[src/rtl/spi_slv_pkg.sv]
// Shared types and constants for the SPI target register-interface block.
// Holds the frame state encoding, command/byte layout and status byte fields.
package spi_slv_pkg;

    typedef enum logic [1:0] {
        IDLE  = 2'd0,
        CMD   = 2'd1,
        WDATA = 2'd2,
        RDATA = 2'd3
    } state_t;

    localparam int BYTE_W     = 8;
    localparam int CMD_RW_BIT = 7;

    localparam int STAT_ERR_BIT = 7;
    localparam int STAT_CNT_LSB = 0;
    localparam int STAT_CNT_W   = 4;

    function automatic logic [BYTE_W-1:0] status_byte(input logic err,
                                                      input logic [STAT_CNT_W-1:0] cnt);
        logic [BYTE_W-1:0] s;
        s = '0;
        s[STAT_ERR_BIT] = err;
        s[STAT_CNT_LSB +: STAT_CNT_W] = cnt;
        return s;
    endfunction

endpackage

[src/rtl/spi_slv_sync.sv]
// Multi-flop synchronizer for one asynchronous SPI pin plus a rise/fall
// pulse detector on the synchronized level.
module spi_slv_sync
    import spi_slv_pkg::*;
#(
    parameter int STAGES = 2
) (
    input  logic clk,
    input  logic rst,
    input  logic d,
    output logic q,
    output logic rise,
    output logic fall
);

    logic [STAGES-1:0] chain;
    logic              prev;

    always_ff @(posedge clk or posedge rst) begin
        if (rst) begin
            chain <= '0;
            prev  <= 1'b0;
        end else begin
            chain <= {chain[STAGES-2:0], d};
            prev  <= chain[STAGES-1];
        end
    end

    assign q    = chain[STAGES-1];
    assign rise = q & ~prev;
    assign fall = ~q & prev;

endmodule

[src/rtl/spi_slave_regif.sv]
// SPI target that turns command+data frames into accesses on an 8-bit register bus.
// Optional status byte during the command phase: define SPI_SLV_STATUS_EN.
module spi_slave_regif
    import spi_slv_pkg::*;
#(
    parameter int AW          = 7,
    parameter int SYNC_STAGES = 2
) (
    input  logic          clk,
    input  logic          rst,
    input  logic          spi_cs_n_i,
    input  logic          spi_sclk_i,
    input  logic          spi_mosi_i,
    output logic          spi_miso_o,
    output logic          spi_miso_oe,
    output logic          reg_req,
    output logic          reg_we,
    output logic [AW-1:0] reg_addr,
    output logic [7:0]    reg_wdata,
    input  logic [7:0]    reg_rdata,
    output logic          frame_active,
    output logic          frame_err
);

    state_t state, state_next;

    logic                   cs_q, cs_rise, cs_fall;
    logic                   sclk_level_unused, sclk_rise, sclk_fall;
    logic [SYNC_STAGES-1:0] mosi_chain;
    logic                   mosi_s;

    logic [2:0]        bit_cnt;
    logic [BYTE_W-1:0] rx_shift, rx_byte, tx_shift;
    logic [AW-1:0]     addr;
    logic              rd_pending, armed, active, byte_done, tx_shift_en;

    spi_slv_sync #(.STAGES(SYNC_STAGES)) u_cs_sync (
        .clk  (clk),
        .rst  (rst),
        .d    (spi_cs_n_i),
        .q    (cs_q),
        .rise (cs_rise),
        .fall (cs_fall)
    );

    spi_slv_sync #(.STAGES(SYNC_STAGES)) u_sclk_sync (
        .clk  (clk),
        .rst  (rst),
        .d    (spi_sclk_i),
        .q    (sclk_level_unused),
        .rise (sclk_rise),
        .fall (sclk_fall)
    );

    // MOSI goes through the same depth as SCLK so it lines up with the rise pulse.
    always_ff @(posedge clk or posedge rst) begin
        if (rst) begin
            mosi_chain <= '0;
        end else begin
            mosi_chain <= {mosi_chain[SYNC_STAGES-2:0], spi_mosi_i};
        end
    end

    assign mosi_s  = mosi_chain[SYNC_STAGES-1];
    assign active  = (state != IDLE);
    assign rx_byte = {rx_shift[BYTE_W-2:0], mosi_s};

    // CS rising always wins over an SCLK edge seen in the same clock.
    assign byte_done = active && sclk_rise && !cs_rise && (bit_cnt == 3'd7);

    // Falls only shift mid-byte, so the MSB survives the fall that trails the
    // last rise (mode 0) and the leading fall of a byte (mode 3).
    assign tx_shift_en = active && sclk_fall && !cs_rise && (bit_cnt != 3'd0);

    // A frame is only reported once CS has been seen high since reset.
    assign frame_active = armed & ~cs_q;

    always_ff @(posedge clk or posedge rst) begin
        if (rst) begin
            state <= IDLE;
        end else begin
            state <= state_next;
        end
    end

    always_comb begin
        state_next = state;
        case (state)
            IDLE:  if (cs_fall) state_next = CMD;
            CMD: begin
                if (cs_rise) begin
                    state_next = IDLE;
                end else if (byte_done) begin
                    state_next = rx_byte[CMD_RW_BIT] ? RDATA : WDATA;
                end
            end
            WDATA: if (cs_rise) state_next = IDLE;
            RDATA: if (cs_rise) state_next = IDLE;
            default: state_next = IDLE;
        endcase
    end

    always_comb begin
        spi_miso_o  = 1'b0;
        spi_miso_oe = 1'b0;
        case (state)
            CMD: begin
                spi_miso_oe = frame_active;
`ifdef SPI_SLV_STATUS_EN
                spi_miso_o  = tx_shift[BYTE_W-1];
`endif
            end
            WDATA: spi_miso_oe = frame_active;
            RDATA: begin
                spi_miso_oe = frame_active;
                spi_miso_o  = tx_shift[BYTE_W-1];
            end
            default: ;
        endcase
    end

    always_ff @(posedge clk or posedge rst) begin
        if (rst) begin
            bit_cnt    <= '0;
            rx_shift   <= '0;
            addr       <= '0;
            reg_req    <= 1'b0;
            reg_we     <= 1'b0;
            reg_addr   <= '0;
            reg_wdata  <= '0;
            rd_pending <= 1'b0;
            frame_err  <= 1'b0;
            armed      <= 1'b0;
        end else begin
            reg_req    <= 1'b0;
            reg_we     <= 1'b0;
            frame_err  <= 1'b0;
            rd_pending <= reg_req & ~reg_we;
            if (cs_q) armed <= 1'b1;

            if (cs_rise) begin
                frame_err <= active && (bit_cnt != 3'd0);
                bit_cnt   <= '0;
            end else if (state == IDLE) begin
                if (cs_fall) begin
                    bit_cnt  <= '0;
                    rx_shift <= '0;
                end
            end else if (sclk_rise) begin
                bit_cnt  <= bit_cnt + 3'd1;
                rx_shift <= rx_byte;
                if (byte_done) begin
                    case (state)
                        CMD: begin
                            if (rx_byte[CMD_RW_BIT]) begin
                                reg_req  <= 1'b1;
                                reg_addr <= rx_byte[AW-1:0];
                                addr     <= rx_byte[AW-1:0] + AW'(1);
                            end else begin
                                addr     <= rx_byte[AW-1:0];
                            end
                        end
                        WDATA: begin
                            reg_req   <= 1'b1;
                            reg_we    <= 1'b1;
                            reg_addr  <= addr;
                            reg_wdata <= rx_byte;
                            addr      <= addr + AW'(1);
                        end
                        RDATA: begin
                            reg_req  <= 1'b1;
                            reg_addr <= addr;
                            addr     <= addr + AW'(1);
                        end
                        default: ;
                    endcase
                end
            end
        end
    end

`ifdef SPI_SLV_STATUS_EN
    logic                  err_sticky;
    logic [STAT_CNT_W-1:0] wr_count;

    always_ff @(posedge clk or posedge rst) begin
        if (rst) begin
            err_sticky <= 1'b0;
            wr_count   <= '0;
        end else begin
            if (frame_err) begin
                err_sticky <= 1'b1;
            end else if (state == CMD && byte_done) begin
                err_sticky <= 1'b0;
            end
            if (reg_req && reg_we) wr_count <= wr_count + STAT_CNT_W'(1);
        end
    end
`endif

    // A read reload takes priority over a shift landing in the same clock.
    always_ff @(posedge clk or posedge rst) begin
        if (rst) begin
            tx_shift <= '0;
        end else if (state == IDLE && cs_fall) begin
`ifdef SPI_SLV_STATUS_EN
            tx_shift <= status_byte(err_sticky, wr_count);
`else
            tx_shift <= '0;
`endif
        end else if (rd_pending) begin
            tx_shift <= reg_rdata;
        end else if (tx_shift_en) begin
            tx_shift <= {tx_shift[BYTE_W-2:0], 1'b0};
        end
    end

endmodule

[config.mk]
export PLATFORM = sky130hd
export DESIGN_NAME = spi_slave_regif
export DESIGN_NICKNAME = d
export VERILOG_FILES = /design/src/rtl/spi_slv_pkg.sv /design/src/rtl/spi_slv_sync.sv /design/src/rtl/spi_slave_regif.sv
export SDC_FILE = /design/constraint.sdc
export NUM_CORES = 1
export LEC_CHECK = 0
export ABC_AREA = 1
export ABC_CLOCK_PERIOD_IN_PS = 1700
export BUFFER_PORTS_ARGS = -buffer_cell sky130_fd_sc_hd__clkbuf_2
export CAP_MARGIN = 30
export CORE_MARGIN = 2
export CORE_UTILIZATION = 45
export CTS_CLUSTER_DIAMETER = 100
export CTS_CLUSTER_SIZE = 25
export DETAILED_ROUTE_END_ITERATION = 16
export PLACE_DENSITY_LB_ADDON = 0.05
export RECOVER_POWER = 50
export SYNTH_ARGS = -nofsm -noshare
export SYNTH_HDL_FRONTEND = slang
export SYNTH_SLANG_ARGS = --single-unit
[constraint.sdc]
create_clock -name clk -period 1.7 [get_ports clk]
set_clock_uncertainty 0.05 [all_clocks]
set_input_delay 0.17 -clock clk [delete_from_list [all_inputs] [get_ports clk]]
set_output_delay 0.17 -clock clk [all_outputs]
set_load 0.01 [all_outputs]
; ---- Yosys cells after proc, flatten, opt, wreduce, memory -nomap -nowiden
; Cells that the tools add are included.
[word_totals]
output_inout_bits = 21
wordCells = 100
input_bits = 13
reg_bits = 55
[op_classes]
addsub = 3
muxes = 34
n_eq_ne = 9
bitwise_logic = 13
n_reduce_logical = 24
[ops]
columns = cell, n
row1 = 2-to-1 mux 7 bit, 5
row2 = one-hot mux 7 bit (2 select lines), 2
row3 = 2-to-1 mux 8 bit, 3
row4 = adder 7 x 1 -> 7 bit (second input constant), 2
row5 = 2-to-1 mux 1 bit, 14
row6 = 2-to-1 mux 3 bit, 4
row7 = AND reduction 5 bit, 2
row8 = nonzero test 3 bit, 3
row9 = logical AND 1 bit, 8
row10 = 2-to-1 mux 2 bit, 4
row11 = inverter 1 bit, 7
row12 = bitwise AND 1 bit, 6
row13 = inequality test 3 bit (second input constant), 2
row14 = one-hot mux 2 bit (3 select lines), 1
row15 = AND reduction 3 bit, 2
row16 = AND reduction 6 bit, 1
row17 = nonzero test 2 bit, 3
row18 = == test 2 bit (second input constant), 2
row19 = inequality test 2 bit (second input constant), 2
row20 = adder 3 x 1 -> 3 bit (second input constant), 1
row21 = == test 3 bit (second input constant), 1
row22 = OR reduction 3 bit, 1
row23 = == test 2 x 1 -> 1 bit (second input constant), 1
row24 = logical NOT 2 bit, 1
row25 = 5 further kinds, 5

; ---- Depth between registers and ports, before layout
[logic_depth]
depth_word = 9
depth_mapped = 9

; ---- By module
; From an unflattened synthesis, not the netlist that was laid out.
[unflattened]
hier_cells = 307
hier_area_um2 = 2650.0
[modules_own_cells]
columns = mod, area_each_um2, instances, seq_area_each_um2, cells_each
row1 = spi_slave_regif, 2462.4, 1, 1226.2, 291
row2 = spi_slv_sync, 93.8, 2, 75.1, 8

; ---- Least setup slack after synthesis
; No wires, ideal clock.
[synth_path]
path_kind = register to register
startpoint = reg u_cs_sync.chain[1]
endpoint = reg reg_wdata[0]
synth_period_minus_slack_ns = 1.624
setup_ns = 0.117
arrival_ns = 1.457
path_buffers = 1
stages_incl_launch_ff = 9
slack_ns = 0.076
path_cell_list = dfrtp_1 > ha_1 > nor2_8 > nand3_4 > inv_4 > nand2_4 > buf_6 > nand2_2 > o21ai_2
[synth_between]
elab_chain_cells = 5
[synth_rtl]
columns = element, line
row1 = "start, declared", spi_slv_sync.sv:16  ; logic [STAGES-1:0] chain;
row2 = "start signal, assigned", spi_slv_sync.sv:24  ; chain <= {chain[STAGES-2:0], d};
row3 = bitwise AND 1 bit (*), spi_slv_sync.sv:30  ; assign rise = q & ~prev;
row4 = logical NOT 1 bit, spi_slave_regif.sv:69  ; assign byte_done = active && sclk_rise && !cs_rise && (bit_cnt == 3'd7);
row5 = logical AND 1 bit (2 in series), spi_slave_regif.sv:69
row6 = AND reduction 5 bit (no source line) (*), n/a
row7 = "end signal, assigned", spi_slave_regif.sv:167  ; reg_wdata <= rx_byte;
row8 = "end, declared", spi_slave_regif.sv:19  ; output logic [7:0] reg_wdata,
; Mark *: on every way between the ends. The rest lies on a longest branch, timed or not.
; A chain may end at the register's enable or synchronous reset.

; ---- Final worst setup path
[layout_path]
startpoint = reg state[1]
endpoint = out spi_miso_o
[layout_between]
elab_chain_cells = 2
[layout_rtl]
columns = element, line
row1 = "start, declared", spi_slave_regif.sv:25  ; state_t state, state_next;
row2 = "start signal, assigned", spi_slave_regif.sv:82  ; state <= state_next;
row3 = == test 2 bit, spi_slave_regif.sv:106  ; case (state)
row4 = 2-to-1 mux 1 bit, spi_slave_regif.sv:106
row5 = "end, declared", spi_slave_regif.sv:14  ; output logic spi_miso_o,
; No other way between the ends.

==> impl_metrics.toml <==
[synthesis]
ys_seq_area_share_pct = 50.9
synth-edff-count = 0
yosysMostFrequentCell = "nand2_1"
syn_area_sq_mm = 0.00270
yosysUniqueCellTypes = 30
synth_ff_type = "dfrtp_1"
synth_common_cells = "nand2_1, dfrtp_1, inv_1, nand3_1, o21ai_0"
synth_area_per_cell_sq_um = 8.42
ys_ff_latch = 55
synth.net_count = 341
yosysTopAreaCell = "dfrtp_1"
synth_cells = 321
synthArstFlopShare_pct = 100
yosys-top-cells-area = "dfrtp_1, nand2_1, inv_1, nand3_1, o21ai_0"
yosys_warnings = 0
synth_top_area_share_pct = 50.9

[sta]
setup_tns_ps = 0
period_share_pct = 92.0
min_period_ps = 1560
hold_viol = 0
report.final.slew_viol_count = 0
slew_headroom_pct = 51.2
rsz0062_at_grt = "false"
finalSetupViolations = 0
fmax_ghz = 0.639
tightest_slew_ps = 732

[placement]
dp.cells = 430
gp_congestion = 0.821
portBuffers = 33
dp_hpwl_mm = 3.84

[routing]
vias = 2185
first_pass_iters = 4
vias_per_cell = 4.93
wl_mm = 5.52
drtIter0Drc = 117
post-route-drc-count = 0
antenna_left = 0
drt-wirelength-per-cell_microns = 12.5

[die]
die_area_sq_mm = 0.00664
dieWidth_microns = 81.5
ios = 34
core_sq_mm = 0.00585
die_h_microns = 81.5
initial_core_util_pct = 46.2
row_count = 28

[setup_path]
cp.required_ps = 1480
crit_path_end_kind = "output pin"
crit_chain = "inv_2 -> buf_4 -> nor2_1 -> clkbuf_2"
r2r-start = "u_cs_sync.chain[1]"
startpoint_type = "flip-flop"
worst-setup-path-type = "flip-flop to output pin"
reg2reg_depth = 7
r2r_slack_ps = 160
crit_buf_inv = 3
cp_max_fo = 10
crit_arrival_ps = 1340
cp_top_family = "buffers and inverters"
slowest_delay_ps = 460
cpMaxStageDelayCell = "dfrtp_1"
r2r_end = "reg_wdata[3]"

[clock_tree]
cts.sinks = 55
cts_buffer_depth = 2
htree_num_levels = 2
cts_made_buffers = 5
cts_root_buffer = "clkbuf_8"
clkLatencyLatePin_ps = 310
path_clk_slew_ps = 100
tritoncts = "yes"

[min_path]
min_to = "tx_shift[0]"
hp-class = "primary input to flip-flop"
hold_path_depth = 3
min_from = "reg_rdata[0]"

[power]
power-per-cell-area_mw_per_mm2 = 921
vdd_drop_max_uv = 540
p_leak_uw = 0.00163

[global_route]
grt_max_degree = 56
grt_pass1_vias = 1967
grt_use_total_pct = 18.4
grt-ovfl-total = 0
grt_pass1_wl_mm = 9.36
antenna_found_initial = 0

[finish]
antenna_cells = 0
area_delta_synth_final_pct = 15.5
finalNonFillerCells = 443
multi_input_area_sq_mm = 0.00113
layout-drive-gt1-share_pct = 19.0
nNetsFinal = 387
register_area_sq_mm = 0.00138
num-fill-cells = 576

[run]
maxCapViolCount = 0

[status]
outcome = "finished clean"
-- kinds of logic (layout without fill, tap and decap cells) --
family | after synthesis | count (layout) | synth area share [%]
compound gates | 50 | 51 | 11.6
fa+ha+maj | 7 | 7 | 3.24
xor+xnor | 1 | 1 | 0.324
flops | 55 | 55 | 50.9
simple gates | 159 | 159 | 26.2
buf+inv | 49 | 95 | 7.69
-- report_power, final --
part / switching [uW] / internal, uW / leakage (uW)
registers: 72.2 / 1390 / 0.000740
logic: 476 / 226 / 0.000851
clock network: 424 / 289 / 0.0000412
total: 972 / 1900 / 0.00163
-- worst max-delay path by stage --
stage / startpoint / end / slack (ps) / depth (start not counted)
after floorplan: u_cs_sync.chain[1] / reg_wdata[0] / 80 / 8
after global placement: u_cs_sync.chain[1] / reg_addr[4] / 130 / 5
after detailed placement: u_cs_sync.chain[1] / reg_addr[5] / 50 / 5
after CTS: u_cs_sync.chain[1] / reg_addr[5] / 20 / 5
after global routing: state[1] / spi_miso_o / 4 / 4
final: state[1] / spi_miso_o / 140 / 4
-- cell usage in the layout (no fill, tap or decap), drive strengths merged --
master,n
inv,40
o21bai,1
clkinvlp,1
nor3,1
a2bb2oi,1
o21ai,34
o22ai,7
xor2,1
a21oi,5
ha,7
clkbuf,41
dlygate4sd3,4
nand4,9
clkinv,1
and3,1
dfrtp,55
nand3,25
buf,8
nor2,20
nand2,103
o211ai,3
-- flip-flops by register name, indices dropped and copies added (netlist names), 2 cells and up --
| signal | flops |
|---|---|
| tx_shift | 8 |
| state | 2 |
| u_cs_sync.chain | 2 |
| u_sclk_sync.chain | 2 |
| mosi_chain | 2 |
| rx_shift | 7 |
| reg_addr | 7 |
| bit_cnt | 3 |
| addr | 7 |
| reg_wdata | 8 |
-- per-layer routing --
| layer | GRT usage, % | wire, microns |
|---|---|---|
| met5 | 0 | 0 |
| met4 | 5.42 | 27 |
| met3 | 3.96 | 195 |
| met2 | 26.5 | 2430 |
| met1 | 27.8 | 2870 |
-- metrics by stage --
stage	area (sq um)	power (uW)	hold slack, ps	utilization [%]	setup WS (ps)
3_3_place_gp	2990	2160	180	51.2	127
5_1_grt	3120	3060	70.9	53.3	4.01
4_1_cts	3120	2890	55.9	53.3	20.4
6_report	3120	2870	63.2	53.3	135
3_5_place_dp	2990	2170	187	51.2	46.1
2_1_floorplan	2700	1970	151	-	75.5
-- timing repair --
action                                  in CTS  in global routing
endpoints found under the hold margin       58                  0
setup buffers                                0                  0
hold buffers                                 4                  0
endpoints found under the setup margin       0                 26
gates resized for setup                      0                  4
-- area by class of cell --
cell class                      count  area share, %
Multi-Input combinational cell    218           36.4
Timing Repair Buffer               47           8.86
Clock buffer                        6           2.33
Sequential cell                    55           44.1
Inverter                           40           4.89
Clock inverter                      2          0.401
Tap cell                           75           3.01
-- worst reg2reg max path, delay by kind of cell, from the launching register on --
family                   cells  cell delay (ps)
buffers and inverters        1              100
flip-flops                   1              400
AO/OA/AOI/OAI                1               50
AND/OR/NAND/NOR              4              600
adder cells (fa/ha/maj)      1              240
Power figures use the tool's default switching activity.
